**src/rtl/nonce_dispatch.sv**
```systemverilog
// -----------------------------------------------------------------------------
// nonce_dispatch
//
// Multi-lane nonce index dispatcher. After a start it offers batches of LANES
// consecutive nonce indices to an array of LANES SHA cores, records every
// accepted batch in an in-flight FIFO, matches the in-order batch results back
// to their batch and reports the first winning index. If the index range runs
// out without a hit, it reports exhaustion (success=0, index=0).
//
// Handshakes:
//   issue : a batch moves to the cores on a rising clk edge where
//           issue_valid=1 and stall=0. issue_index/issue_mask are stable while
//           issue_valid=1 and stall=1, and never change without a transfer.
//   result: res_valid is a single-beat strobe with no back-pressure; every
//           cycle with res_valid=1 carries the result for the oldest batch
//           still in flight.
//
// Ports:
//   clk          system clock
//   rst          synchronous reset, active-low
//   start        begin a search (honoured only while idle)
//   start_index  first index of the search, sampled with start
//   stall        cores not ready; blocks the issue transfer
//   issue_valid  batch offered to the cores
//   issue_index  lane i at [i*WIDTH +: WIDTH] = base + i
//   issue_mask   lane i carries a real index (base + i did not wrap)
//   res_valid    one in-order batch result present
//   res_success  per-lane hit flags for that batch
//   busy         search in progress (RUN or DRAIN)
//   valid        one-cycle completion pulse
//   success      qualifies valid: 1 = winning index found
//   index        winning index, 0 when success=0
//   err          sticky protocol error (result with nothing in flight)
//   dbg_state    current FSM state (0=IDLE, 1=RUN, 2=DRAIN)
// -----------------------------------------------------------------------------
module nonce_dispatch #(
  parameter int WIDTH = 32,
  parameter int LANES = 4,
  parameter int DEPTH = 8
) (
  input  logic                   clk,
  input  logic                   rst,
  input  logic                   start,
  input  logic [WIDTH-1:0]       start_index,
  input  logic                   stall,
  output logic                   issue_valid,
  output logic [LANES*WIDTH-1:0] issue_index,
  output logic [LANES-1:0]       issue_mask,
  input  logic                   res_valid,
  input  logic [LANES-1:0]       res_success,
  output logic                   busy,
  output logic                   valid,
  output logic                   success,
  output logic [WIDTH-1:0]       index,
  output logic                   err,
  output logic [1:0]             dbg_state
);

  localparam int PW = (DEPTH > 1) ? $clog2(DEPTH) : 1;
  localparam int KW = (LANES > 1) ? $clog2(LANES) : 1;

  typedef enum logic [1:0] {
    S_IDLE  = 2'd0,
    S_RUN   = 2'd1,
    S_DRAIN = 2'd2
  } state_t;

  // ---------------------------------------------------------------------------
  // Registers
  // ---------------------------------------------------------------------------
  state_t           r_state;
  logic [WIDTH-1:0] r_base;
  logic             r_found;

  logic [WIDTH-1:0] r_fifo_base [DEPTH];
  logic [LANES-1:0] r_fifo_mask [DEPTH];
  logic [PW-1:0]    r_wr_ptr;
  logic [PW-1:0]    r_rd_ptr;
  logic [PW:0]      r_count;

  logic             r_valid;
  logic             r_success;
  logic [WIDTH-1:0] r_index;
  logic             r_err;

  // ---------------------------------------------------------------------------
  // Wires
  // ---------------------------------------------------------------------------
  state_t             w_state_nxt;
  logic               w_full;
  logic               w_empty;
  logic               w_issue_ok;
  logic               w_push;
  logic               w_pop;
  logic               w_res_err;
  logic [PW:0]        w_count_nxt;
  logic [WIDTH:0]     w_next_base;
  logic               w_last_batch;
  logic [WIDTH:0]     w_lane_sum [LANES];
  logic [LANES*WIDTH-1:0] w_lane_index;
  logic [LANES-1:0]   w_lane_mask;
  logic [WIDTH-1:0]   w_head_base;
  logic [LANES-1:0]   w_head_mask;
  logic [LANES-1:0]   w_hit;
  logic [KW-1:0]      w_k;
  logic               w_report_hit;
  logic               w_exhaust;

  // ---------------------------------------------------------------------------
  // Lane indices and masks. Sums are taken one bit wider than WIDTH so the
  // carry tells us whether a lane ran past the top of the index space.
  // ---------------------------------------------------------------------------
  for (genvar g = 0; g < LANES; g++) begin : g_lane
    assign w_lane_sum[g]                   = {1'b0, r_base} + (WIDTH+1)'(g);
    assign w_lane_index[g*WIDTH +: WIDTH]  = w_lane_sum[g][WIDTH-1:0];
    assign w_lane_mask[g]                  = ~w_lane_sum[g][WIDTH];
  end

  // A carry out of base+LANES means this is the final batch of the range.
  assign w_next_base  = {1'b0, r_base} + (WIDTH+1)'(LANES);
  assign w_last_batch = w_next_base[WIDTH];

  // ---------------------------------------------------------------------------
  // FIFO bookkeeping. full is judged on the current occupancy, so a pop in
  // the same cycle never frees room for a push.
  // ---------------------------------------------------------------------------
  assign w_full      = (r_count == (PW+1)'(DEPTH));
  assign w_empty     = (r_count == '0);
  assign w_issue_ok  = (r_state == S_RUN) && !w_full;
  assign w_push      = w_issue_ok && !stall;
  assign w_pop       = res_valid && !w_empty && (r_state != S_IDLE);
  assign w_res_err   = res_valid && (w_empty || (r_state == S_IDLE));
  assign w_count_nxt = r_count + (PW+1)'(w_push) - (PW+1)'(w_pop);

  assign w_head_base = r_fifo_base[r_rd_ptr];
  assign w_head_mask = r_fifo_mask[r_rd_ptr];

  // Hits on wrapped lanes are not real indices and are dropped here.
  assign w_hit = res_success & w_head_mask;

  // Lowest hitting lane wins.
  always_comb begin
    w_k = '0;
    for (int i = LANES - 1; i >= 0; i--) begin
      if (w_hit[i]) w_k = KW'(i);
    end
  end

  assign w_report_hit = w_pop && (w_hit != '0) && !r_found;

  // The range ran out with nothing found: the FIFO empties while draining.
  assign w_exhaust = (r_state == S_DRAIN) && (w_count_nxt == '0) &&
                     !r_found && !w_report_hit;

  // ---------------------------------------------------------------------------
  // FSM: state register
  // ---------------------------------------------------------------------------
  always_ff @(posedge clk) begin
    if (!rst) begin
      r_state <= S_IDLE;
    end else begin
      r_state <= w_state_nxt;
    end
  end

  // ---------------------------------------------------------------------------
  // FSM: next state
  // ---------------------------------------------------------------------------
  always_comb begin
    w_state_nxt = r_state;
    case (r_state)
      S_IDLE: begin
        if (start) w_state_nxt = S_RUN;
      end
      S_RUN: begin
        // A hit or the final batch both end issuing; remaining batches drain.
        if (w_report_hit || (w_push && w_last_batch)) w_state_nxt = S_DRAIN;
      end
      S_DRAIN: begin
        if (w_count_nxt == '0) w_state_nxt = S_IDLE;
      end
      default: w_state_nxt = S_IDLE;
    endcase
  end

  // ---------------------------------------------------------------------------
  // FSM: outputs
  // ---------------------------------------------------------------------------
  always_comb begin
    issue_valid = w_issue_ok;
    issue_index = w_issue_ok ? w_lane_index : '0;
    issue_mask  = w_issue_ok ? w_lane_mask  : '0;
    busy        = (r_state != S_IDLE);
    dbg_state   = r_state;
  end

  // ---------------------------------------------------------------------------
  // In-flight FIFO storage (contents need no reset; pointers and count do)
  // ---------------------------------------------------------------------------
  always_ff @(posedge clk) begin
    if (w_push) begin
      r_fifo_base[r_wr_ptr] <= r_base;
      r_fifo_mask[r_wr_ptr] <= w_lane_mask;
    end
  end

  // ---------------------------------------------------------------------------
  // Datapath: base, FIFO pointers, report and error registers
  // ---------------------------------------------------------------------------
  always_ff @(posedge clk) begin
    if (!rst) begin
      r_base    <= '0;
      r_found   <= 1'b0;
      r_wr_ptr  <= '0;
      r_rd_ptr  <= '0;
      r_count   <= '0;
      r_valid   <= 1'b0;
      r_success <= 1'b0;
      r_index   <= '0;
      r_err     <= 1'b0;
    end else begin
      r_valid <= 1'b0;
      r_count <= w_count_nxt;

      if (w_push) r_wr_ptr <= r_wr_ptr + PW'(1);
      if (w_pop)  r_rd_ptr <= r_rd_ptr + PW'(1);

      // A new search clears the previous report; success/index hold until then.
      if ((r_state == S_IDLE) && start) begin
        r_base    <= start_index;
        r_found   <= 1'b0;
        r_success <= 1'b0;
        r_index   <= '0;
      end else if (w_push && !w_last_batch) begin
        r_base <= w_next_base[WIDTH-1:0];
      end

      if (w_report_hit) begin
        r_valid   <= 1'b1;
        r_success <= 1'b1;
        r_index   <= w_head_base + WIDTH'(w_k);
        r_found   <= 1'b1;
      end else if (w_exhaust) begin
        r_valid   <= 1'b1;
        r_success <= 1'b0;
        r_index   <= '0;
      end

      if (w_res_err) r_err <= 1'b1;
    end
  end

  assign valid   = r_valid;
  assign success = r_success;
  assign index   = r_index;
  assign err     = r_err;

endmodule
```
**config.mk**
```make
export PLATFORM = sky130hd
export DESIGN_NAME = nonce_dispatch
export DESIGN_NICKNAME = d
export VERILOG_FILES = /design/src/rtl/nonce_dispatch.sv
export SDC_FILE = /design/constraint.sdc
export NUM_CORES = 1
export LEC_CHECK = 0
export ABC_AREA = 1
export CAP_MARGIN = 5
export CORE_ASPECT_RATIO = 1.25
export CORE_UTILIZATION = 57
export CTS_CLUSTER_DIAMETER = 40
export DETAILED_ROUTE_END_ITERATION = 8
export GPL_ROUTABILITY_DRIVEN = 0
export PLACE_DENSITY = 0.88
export SYNTH_ARGS = -nofsm -noshare
export SYNTH_HDL_FRONTEND = slang
export SYNTH_SLANG_ARGS = --single-unit
```
**constraint.sdc**
```tcl
create_clock -name clk -period 4.79 [get_ports clk]
set_input_delay 0.7185 -clock clk [delete_from_list [all_inputs] [get_ports clk]]
set_output_delay 0.7185 -clock clk [all_outputs]
set_load 0.005 [all_outputs]
```
# ---- Yosys cells after proc, flatten, opt, wreduce, memory -nomap -nowiden
# Memory sizes are Yosys's and may differ from the RTL's. A register that Yosys moved wholly into a read port is not among the register bits.
# Cells that the tools add are included.
dict set report totals {
  register_bits 80
  mem_bits_rw 280
  inputBits 41
  output_inout_bits 171
  elab_cells 88
  n_memories 2
}
# memory words width rd rd_ports_with_merged_regs write_ports line
set memory_table {}
lappend memory_table {r_fifo_base 8 32 1 1 1 75} ;# logic [WIDTH-1:0] r_fifo_base [DEPTH];
lappend memory_table {r_fifo_mask 8 3 1 1 1 76} ;# logic [LANES-1:0] r_fifo_mask [DEPTH];
dict set report op_classes {
  n_addsub 9
  n_eq_ne 6
  n_mux 27
  bitwise_logic 4
  n_reduce_logical 30
}
# cell n
set op_table {}
lappend op_table {{32-bit two-way mux} 5}
lappend op_table {{128-bit two-way mux} 1}
lappend op_table {{32-bit by 2-bit adder with 33-bit output, second input constant} 2}
lappend op_table {{32-bit by 1-bit adder with 33-bit output, second input constant} 1}
lappend op_table {{32-bit by 3-bit adder with 33-bit output, second input constant} 1}
lappend op_table {{32-bit by 2-bit adder with 32-bit output} 1}
lappend op_table {{2-bit two-way mux} 7}
lappend op_table {{1-bit logical AND} 13}
lappend op_table {{3-bit two-way mux} 4}
lappend op_table {{4-bit zero test} 2}
lappend op_table {{1-bit two-way mux} 8}
lappend op_table {{3-bit by 1-bit adder with 3-bit output, second input constant} 2}
lappend op_table {{1-bit zero test} 6}
lappend op_table {{2-bit one-hot mux with 3 select lines} 1}
lappend op_table {{2-bit nonzero test} 3}
lappend op_table {{4-bit by 1-bit adder with 4-bit output} 1}
lappend op_table {{4-bit bitwise AND} 1}
lappend op_table {{4-bit == test, second input constant} 1}
lappend op_table {{4-bit two-way mux} 1}
lappend op_table {{2-bit by 1-bit inequality test with 1-bit output, second input constant} 2}
lappend op_table {{4-bit nonzero test} 1}
lappend op_table {{4-bit by 1-bit subtractor with 4-bit output} 1}
lappend op_table {{1-bit NOT} 3}
lappend op_table {{3-bit AND reduction} 1}
lappend op_table {{other kinds (6)} 7}

# ---- Depth between registers and ports, before layout
# Gate-level depths: netlist (run 1).
dict set report logic_depth {
  ltp_word 12
  mapped_depth 20
  mapped_depth_nobuf 20
}

# ---- Worst setup path after synthesis (run 1)
# Ideal clock, no wire load.
dict set report synth_timing {
  kind {input to register}
  start {input port stall}
  end {memory r_fifo_base[1][0] (enable)}
  setup_time_ns 0.471
  arrival_time_ns 3.854
  required_ns 4.319
  path_slack_ns 0.465
  cell_stages 5
  n_path_buf 0
  cell_sequence {nor2_1 > inv_1 > nor2_1 > inv_1 > nor3_1}
}
dict set report synth_between {
  elab_chain_cells 4
}
# element line
set synth_rtl {}
lappend synth_rtl {{start: declaration} 45} ;# input logic stall,
lappend synth_rtl {{1-bit zero test} 130} ;# assign w_push = w_issue_ok && !stall;
lappend synth_rtl {{1-bit logical AND} 130}
lappend synth_rtl {{1-bit two-way mux} 201} ;# if (w_push) begin
lappend synth_rtl {{1-bit two-way mux (implied by the code)} 202} ;# r_fifo_base[r_wr_ptr] <= r_base;
lappend synth_rtl {{end: declaration} 75}
# Every way passes these cells.

# ---- Final worst setup path (run 1)
dict set report layout_timing {
  start {register r_base[0]}
  end {output port issue_index[124]}
}
dict set report layout_between {
  elab_chain_cells 2
}
# element line
set layout_rtl {}
lappend layout_rtl {{start: declaration} 72} ;# logic [WIDTH-1:0] r_base;
lappend layout_rtl {{start signal: assignment} 230} ;# r_base <= start_index;
lappend layout_rtl {{start signal: assignment} 235} ;# r_base <= w_next_base[WIDTH-1:0];
lappend layout_rtl {{32-bit by 2-bit adder with 33-bit output} 114} ;# assign w_lane_sum[g] = {1'b0, r_base} + (WIDTH+1)'(g);
lappend layout_rtl {{128-bit two-way mux} 191} ;# issue_index = w_issue_ok ? w_lane_index : '0;
lappend layout_rtl {{end: declaration} 47} ;# output logic [LANES*WIDTH-1:0] issue_index,
# Every way passes these cells.

==> results of run 1 <==
==> worst register-to-register path, cell delays in order, from the launching register on <==
cell and delay [ps]:
dfxtp_4 740, inv_4 400, o21ai_0 320, o211ai_1 120
nand3_1 180, nand4_1 100, a21oi_1 280, ha_1 290
fa_1 260, nand3_1 160, nor2_2 210, nand2_2 140
nor2_2 240, nand2_1 90, nand2_1 60, nand3_1 80
a21oi_1 180
==> flip-flops by register name, indices dropped and copies added (netlist names), 2 cells and up, named ones only <==
register and count:
dbg_state 2, index 32, r_base 32, r_count 4
r_fifo_base 256, r_fifo_mask 24, r_rd_ptr 3, r_wr_ptr 3
==> cell usage in the layout, fill, tap and decap left out, types with 6 or more instances in the layout <==
cell type,instances
nand2_1,641
inv_1,342
edfxtp_1,280
nand3_1,226
clkdlybuf4s50_1,211
nor2_1,207
a21oi_1,134
dfxtp_1,79
o21ai_0,76
nor3_1,57
nand4_1,48
buf_4,42
clkbuf_16,41
xor2_1,26
nand2_2,19
a31oi_1,15
ha_1,14
nor2_4,13
nor2_2,13
a211oi_1,11
o211ai_1,9
clkinv_1,7
inv_2,7
a221oi_1,7
o221ai_1,6
==> Yosys cell counts (2+ instances only) <==
| cell | n | share of area |
|---|---|---|
| a32o_1 | 4 | 0.0021 |
| nor4_1 | 3 | 0.00097 |
| clkbuf_1 | 43 | 0.0083 |
| a2111oi_0 | 2 | 0.00090 |
| nand3b_1 | 2 | 0.00077 |
| buf_1 | 6 | 0.0012 |
| ha_1 | 14 | 0.0090 |
| nand4_1 | 48 | 0.015 |
| a211oi_1 | 11 | 0.0043 |
| nand2_2 | 18 | 0.0058 |
| nand2_1 | 642 | 0.12 |
| dfxtp_1 | 83 | 0.086 |
| buf_2 | 43 | 0.011 |
| nor4_2 | 2 | 0.0013 |
| xor2_1 | 26 | 0.012 |
| buf_4 | 13 | 0.0050 |
| nor3b_1 | 2 | 0.00077 |
| a221oi_1 | 7 | 0.0032 |
| o21ai_1 | 3 | 0.00077 |
| o211ai_1 | 9 | 0.0035 |
| nand3_1 | 226 | 0.058 |
| nor2_1 | 214 | 0.041 |
| a2bb2oi_1 | 2 | 0.00090 |
| inv_2 | 6 | 0.0012 |
| edfxtp_1 | 280 | 0.43 |
| nor3_1 | 60 | 0.015 |
| nor2_4 | 7 | 0.0041 |
| o221ai_1 | 6 | 0.0027 |
| nor3_2 | 2 | 0.0010 |
| a21oi_1 | 134 | 0.035 |
| clkinv_1 | 5 | 0.00097 |
| a22oi_1 | 4 | 0.0015 |
| nor2_2 | 12 | 0.0039 |
| o21ai_0 | 76 | 0.020 |
| fa_1 | 2 | 0.0021 |
| a31oi_1 | 15 | 0.0048 |
| buf_6 | 14 | 0.0081 |
| inv_1 | 343 | 0.066 |
==> metal layers <==
| layer | global-route usage | wire length (µm) |
|---|---|---|
| met1 | 0.4185 | 20780 |
| met2 | 0.5884 | 29180 |
| met3 | 0.08674 | 8105 |
| met4 | 0.2797 | 5306 |
| met5 | 0 | 0 |
==> area by class of cell <==
cell class              instances  area (µm²)  area share
repair buffers                253        2427      0.1053
clock buffers                  45        1041     0.04517
multi-input cells            1560        7413      0.3216
flip-flops and latches        363       10080      0.4372
well taps                     423       529.3     0.02296
inverters                     355        1339     0.05809
clock inverters                21       221.5    0.009609
==> power by group through the flow <==
stage	registers [mW]	logic (mW)	clock network (mW)
2_1_floorplan	3.72	1.37	0
6_report	3.77	2.11	2.96
3_5_place_dp	3.82	2.00	0
3_3_place_gp	3.80	1.94	0
4_1_cts	3.75	2.04	2.95
5_1_grt	3.78	2.29	3.07
==> worst paths after layout <==
path / startpoint / endpoint / slack, ps / depth (start not counted)
worst max-delay path: r_base[0] / issue_index[124] / 40 / 9
worst min-delay path: err / err / 490 / 2
worst max register to register: flip-flop / index[26] / 840 / 16
worst min register to register: err / err / 490 / 2
==> kinds of logic after synthesis <==
logic type      count (synthesis)
fa+ha+maj                      16
compound gates                276
simple gates                 1241
xor+xnor                       27
buf+inv                       475
flops                         363
==> metrics by stage <==
step | util | cells | total power [mW] | cell area [µm²]
2_1_floorplan | - | 2398 | 5.089 | 19410
3_3_place_gp | 0.6497 | 2954 | 5.746 | 21770
4_1_cts | 0.6874 | 3020 | 8.738 | 23030
6_report | 0.6880 | 3020 | 8.835 | 23050
3_5_place_dp | 0.6497 | 2954 | 5.818 | 21770
5_1_grt | 0.6880 | 3020 | 9.136 | 23050
==> repair_timing <==
item	4_1_cts	5_1_grt
buffers inserted	0	0
hold endpoints to repair	0	0
gates resized for setup	0	6
setup endpoints to repair	0	8
hold buffers	0	0
==> flow_summary.yaml, run 1 <==
status:
  status: "completed"
logic_synthesis:
  muxShareOfSynthArea: 0
  syn_area_um2: 19410
  synth_top_family_by_area: "simple AND/OR/NAND/NOR gates"
  synth_fp_nets: 2455
  seq_area_frac_synth: 0.5189
  synth_edf_count: 280
  synthSimpleGateAreaFrac: 0.2751
  synthXorXnorAreaFrac: 0.01219
  synth_fa_ha_area_frac: 0.01109
  synth-warning-count: 0
  ys_types: 47
  avgSynthCellArea_um2: 8.093
  syn_inst: 2398
  ys.flop_type: "edfxtp_1"
  ys_ff_latch: 363
  async_flop_share: 0
  synth_compound_area_frac: 0.07995
timing:
  setup_slack_ps: 40.54
  relSlewSlack: 0.2974
  hold_viol: 0
  finalSetupViolations: 0
  worst_slew_pin_slew_ps: 1052
  max_freq_ghz: 0.2106
  timing.hold.ws_ps: 490.1
  fin_tns_setup_ps: 0
  skew_ps: 35.12
  finalCritPeriodShare: 0.9915
  min_period_ps: 4749
  final_max_slew_viol_count: 0
  grt_setup_unrepaired: "false"
global_route:
  grt_pass1_vias: 17910
  track_usage: 0.3641
  grt_start_max_net_pins: 90
  globalRouteOverflowTotal: 0
  antenna_found_initial: 1
  grt_pass1_wl_mm: 96.96
routing:
  drt-initial-drc-count: 2497
  drt_drc_violations_left: 0
  viasPerCell: 6.125
  vias: 18500
  first_pass_iters: 9
  drt-total-wl_mm: 63.37
  wl_per_cell_um: 20.98
  ant_nets: 0
power:
  p_leak_nw: 9.064
  switching_share: 0.3276
  clkPwrFrac: 0.335
  irDropWorstVdd_v: 0.0002950
  p_seq_frac: 0.426
  power_switching_mw: 2.894
  p_int_mw: 5.941
  combPwrFrac: 0.239
  power_per_cell_area_nw_per_um2: 383.3
cts:
  cts.path.max_buffers: 3
  worstSkewPairLatency_ps: 550
  cts_tree: "built"
  cts_root_buf: "clkbuf_16"
  numCtsBuffers: 37
  htree_levels: 2
  cts_num_sinks: 363
  clkTransAtPathRegs_ps: 70
setup_path:
  crit_slowest_cell: "dfxtp_1"
  critPathMaxFanout: 13
  worst-setup-path-type: "reg -> out"
  worstPathRequired_ps: 4070
  crit_path_max_incr_delay_ps: 660
  cpMostUsedCell: "nor3_1"
  cp_cell_sequence: "inv_1, ha_1, nor2_1, nand3_1, nor3_2, nand2_1, nor3_1, nor3_1, clkdlybuf4s50_1"
  startpoint_type: "flip-flop"
  arrival_ps: 4030
  end_kind: "primary output"
  critPathBufInv: 2
  cp_top_family: "simple AND/OR/NAND/NOR gates"
floorplanning:
  core_um2: 33500
  pin_count: 212
  die_y_um: 208.3
  dieArea_um2: 34790
  num_rows: 75
  die_w_um: 167.0
  start_util: 0.5793
final_layout:
  layout.nets: 2627
  antenna_cells: 0
  syn2layout_area_growth_pct: 18.77
  drive_above_1_share: 0.06585
  fillCellCount: 2292
run:
  max-cap-violations: 0
place:
  portBuffers: 211
  hpwl_mm: 41.32
  pre_cts_ws_ps: 810.2
min_path:
  min_path_type: "reg -> reg"
(Power assumes the default switching activity.)
==> inputs of run 2 (changes only) <==
- CORE_UTILIZATION: 57 -> 48
- PLACE_DENSITY: 0.88 -> 0.78
- SLEW_MARGIN: default -> 5
==> flow_summary.yaml, run 2 (synthesis gave the netlist of run 1 again) <==
timing:
  grt_setup_unrepaired: "false"
  finalCritPeriodShare: 0.9676
  relSlewSlack: 0.2879
  fin_tns_setup_ps: 0
  min_period_ps: 4635
  max_freq_ghz: 0.2158
  setup_slack_ps: 155.1
  finalSetupViolations: 0
  hold_viol: 0
  worst_slew_pin_slew_ps: 1068
  final_max_slew_viol_count: 0
  skew_ps: 20.84
final_layout:
  drive_above_1_share: 0.06759
  regArea_um2: 10080
  antenna_cells: 0
  fillCellCount: 3402
  final_common_cell: "nand2_1"
  stdcell_area_um2: 23230
  syn2layout_area_growth_pct: 19.70
  final_cell_mix: "nand2_1, inv_1, edfxtp_1"
  layout.nets: 2630
  largest_reg_flops: 256
  multi_input_area_um2: 7400
  largest_register: "r_fifo_base"
floorplanning:
  start_util: 0.4850
  core_um2: 40010
  num_rows: 82
  pin_count: 212
  die_y_um: 226.8
  dieArea_um2: 41240
  die_w_um: 181.8
cts:
  cts.path.max_buffers: 3
  cts_num_sinks: 363
  cts_root_buf: "clkbuf_16"
  numCtsBuffers: 40
  worstSkewPairLatency_ps: 550
  clkTransAtPathRegs_ps: 60
  cts_setup_buffers: 0
  htree_levels: 2
  cts_tree: "built"
setup_path:
  cp_cell_sequence: "nand2_2, nor2_4, nand2_1, nor2_1, nand2_1, nor3_1, nand3_1, a221oi_1, clkdlybuf4s50_1"
  critPathMaxFanout: 16
  end_kind: "primary output"
  startpoint_type: "flip-flop"
  worst-setup-path-type: "reg -> out"
  cpMostUsedCell: "nand2_1"
  arrival_ps: 3920
  crit_path_max_incr_delay_ps: 740
  crit_slowest_cell: "dfxtp_1"
  worstPathRequired_ps: 4070
routing:
  wl_per_cell_um: 20.13
  drt-total-wl_mm: 62.56
  drt-initial-drc-count: 1866
  ant_nets: 0
  viasPerCell: 5.799
  vias: 18020
  drt_drc_violations_left: 2
  first_pass_iters: 9
min_path:
  min_path_type: "reg -> reg"
global_route:
  globalRouteOverflowTotal: 0
  grt_pass1_vias: 17290
  track_usage: 0.3038
  grt_start_max_net_pins: 96
  antenna_found_initial: 0
  grt_pass1_wl_mm: 94.90
power:
  p_leak_nw: 9.121
  irDropWorstVdd_v: 0.0002567
  power_per_cell_area_nw_per_um2: 387.1
place:
  hpwl_mm: 41.26
  place_area_um2: 21870
  portBuffers: 211
  pre_cts_ws_ps: 577.6
status:
  status: "complete, but fails checks"
  violations: "DRC"
run:
  max-cap-violations: 0
-- run 2: cell types whose count changed in the layout (fill, tap and decap cells not counted), sizes merged --
cell | before | now
bufinv | 2 | 4
clkbuf | 45 | 47
clkinv | 16 | 20
clkinvlp | 3 | 0
inv | 355 | 357
-- run 2: final timing paths --
kind / startpoint / slack [ps] / cells after the start / to
setup reg to reg: flip-flop / 850 / 14 / index[22]
hold reg to reg: r_rd_ptr[1] / 490 / 2 / r_rd_ptr[1]
hold / removal: r_rd_ptr[1] / 490 / 2 / r_rd_ptr[1]
setup / recovery: r_base[4] / 160 / 9 / issue_index[60]
-- run 2: layout make-up --
cell class	instances	share of cell area
sequential	363	0.4340
multi-input combinational	1560	0.3185
timing repair buffer	253	0.1045
inverter	355	0.05747
clock buffer	47	0.04508
tap	504	0.02715
clock inverter	26	0.01330
-- run 2: worst max-delay path: cells and delay by family, from the launching register on --
family                 cells  cell delay (ps)
AO/OA/AOI/OAI              1              430
buffers and inverters      1              580
flip-flops                 1              740
AND/OR/NAND/NOR            7             1620
-- run 2: power by group --
group	leakage [nW]	switching [mW]	total [mW]	internal [mW]
logic	5.25	1.44	2.12	0.688
clock network	0.668	1.28	3.11	1.82
registers	3.20	0.202	3.76	3.56
total	9.12	2.92	8.99	6.07
-- run 2: stage by stage --
step | std cells | util | hold WS [ps] | total power, mW
2_1_floorplan | 2398 | - | 449.9 | 5.089
3_3_place_gp | 3035 | 0.5465 | 453.3 | 5.798
3_5_place_dp | 3035 | 0.5465 | 479.6 | 5.853
4_1_cts | 3108 | 0.5804 | 488.8 | 8.942
5_1_grt | 3108 | 0.5806 | 512.0 | 9.324
6_report | 3108 | 0.5806 | 487.6 | 8.991
-- run 2: layer usage --
| layer | global-route usage | up-vias | part of all wire |
|---|---|---|---|
| met5 | 0 | - | 0 |
| met4 | 0.2288 | 0 | 0.078 |
| met3 | 0.05622 | 316 | 0.11 |
| met2 | 0.4971 | 1300 | 0.45 |
| met1 | 0.3571 | 8191 | 0.36 |
| li1 | - | 8216 | - |
-- run 2: timing repair --
action / in CTS / in global routing
endpoints found under the setup margin: 0 / 3
gates resized for setup: 0 / 4
hold buffers: 0 / 0
endpoints found under the hold margin: 0 / 0
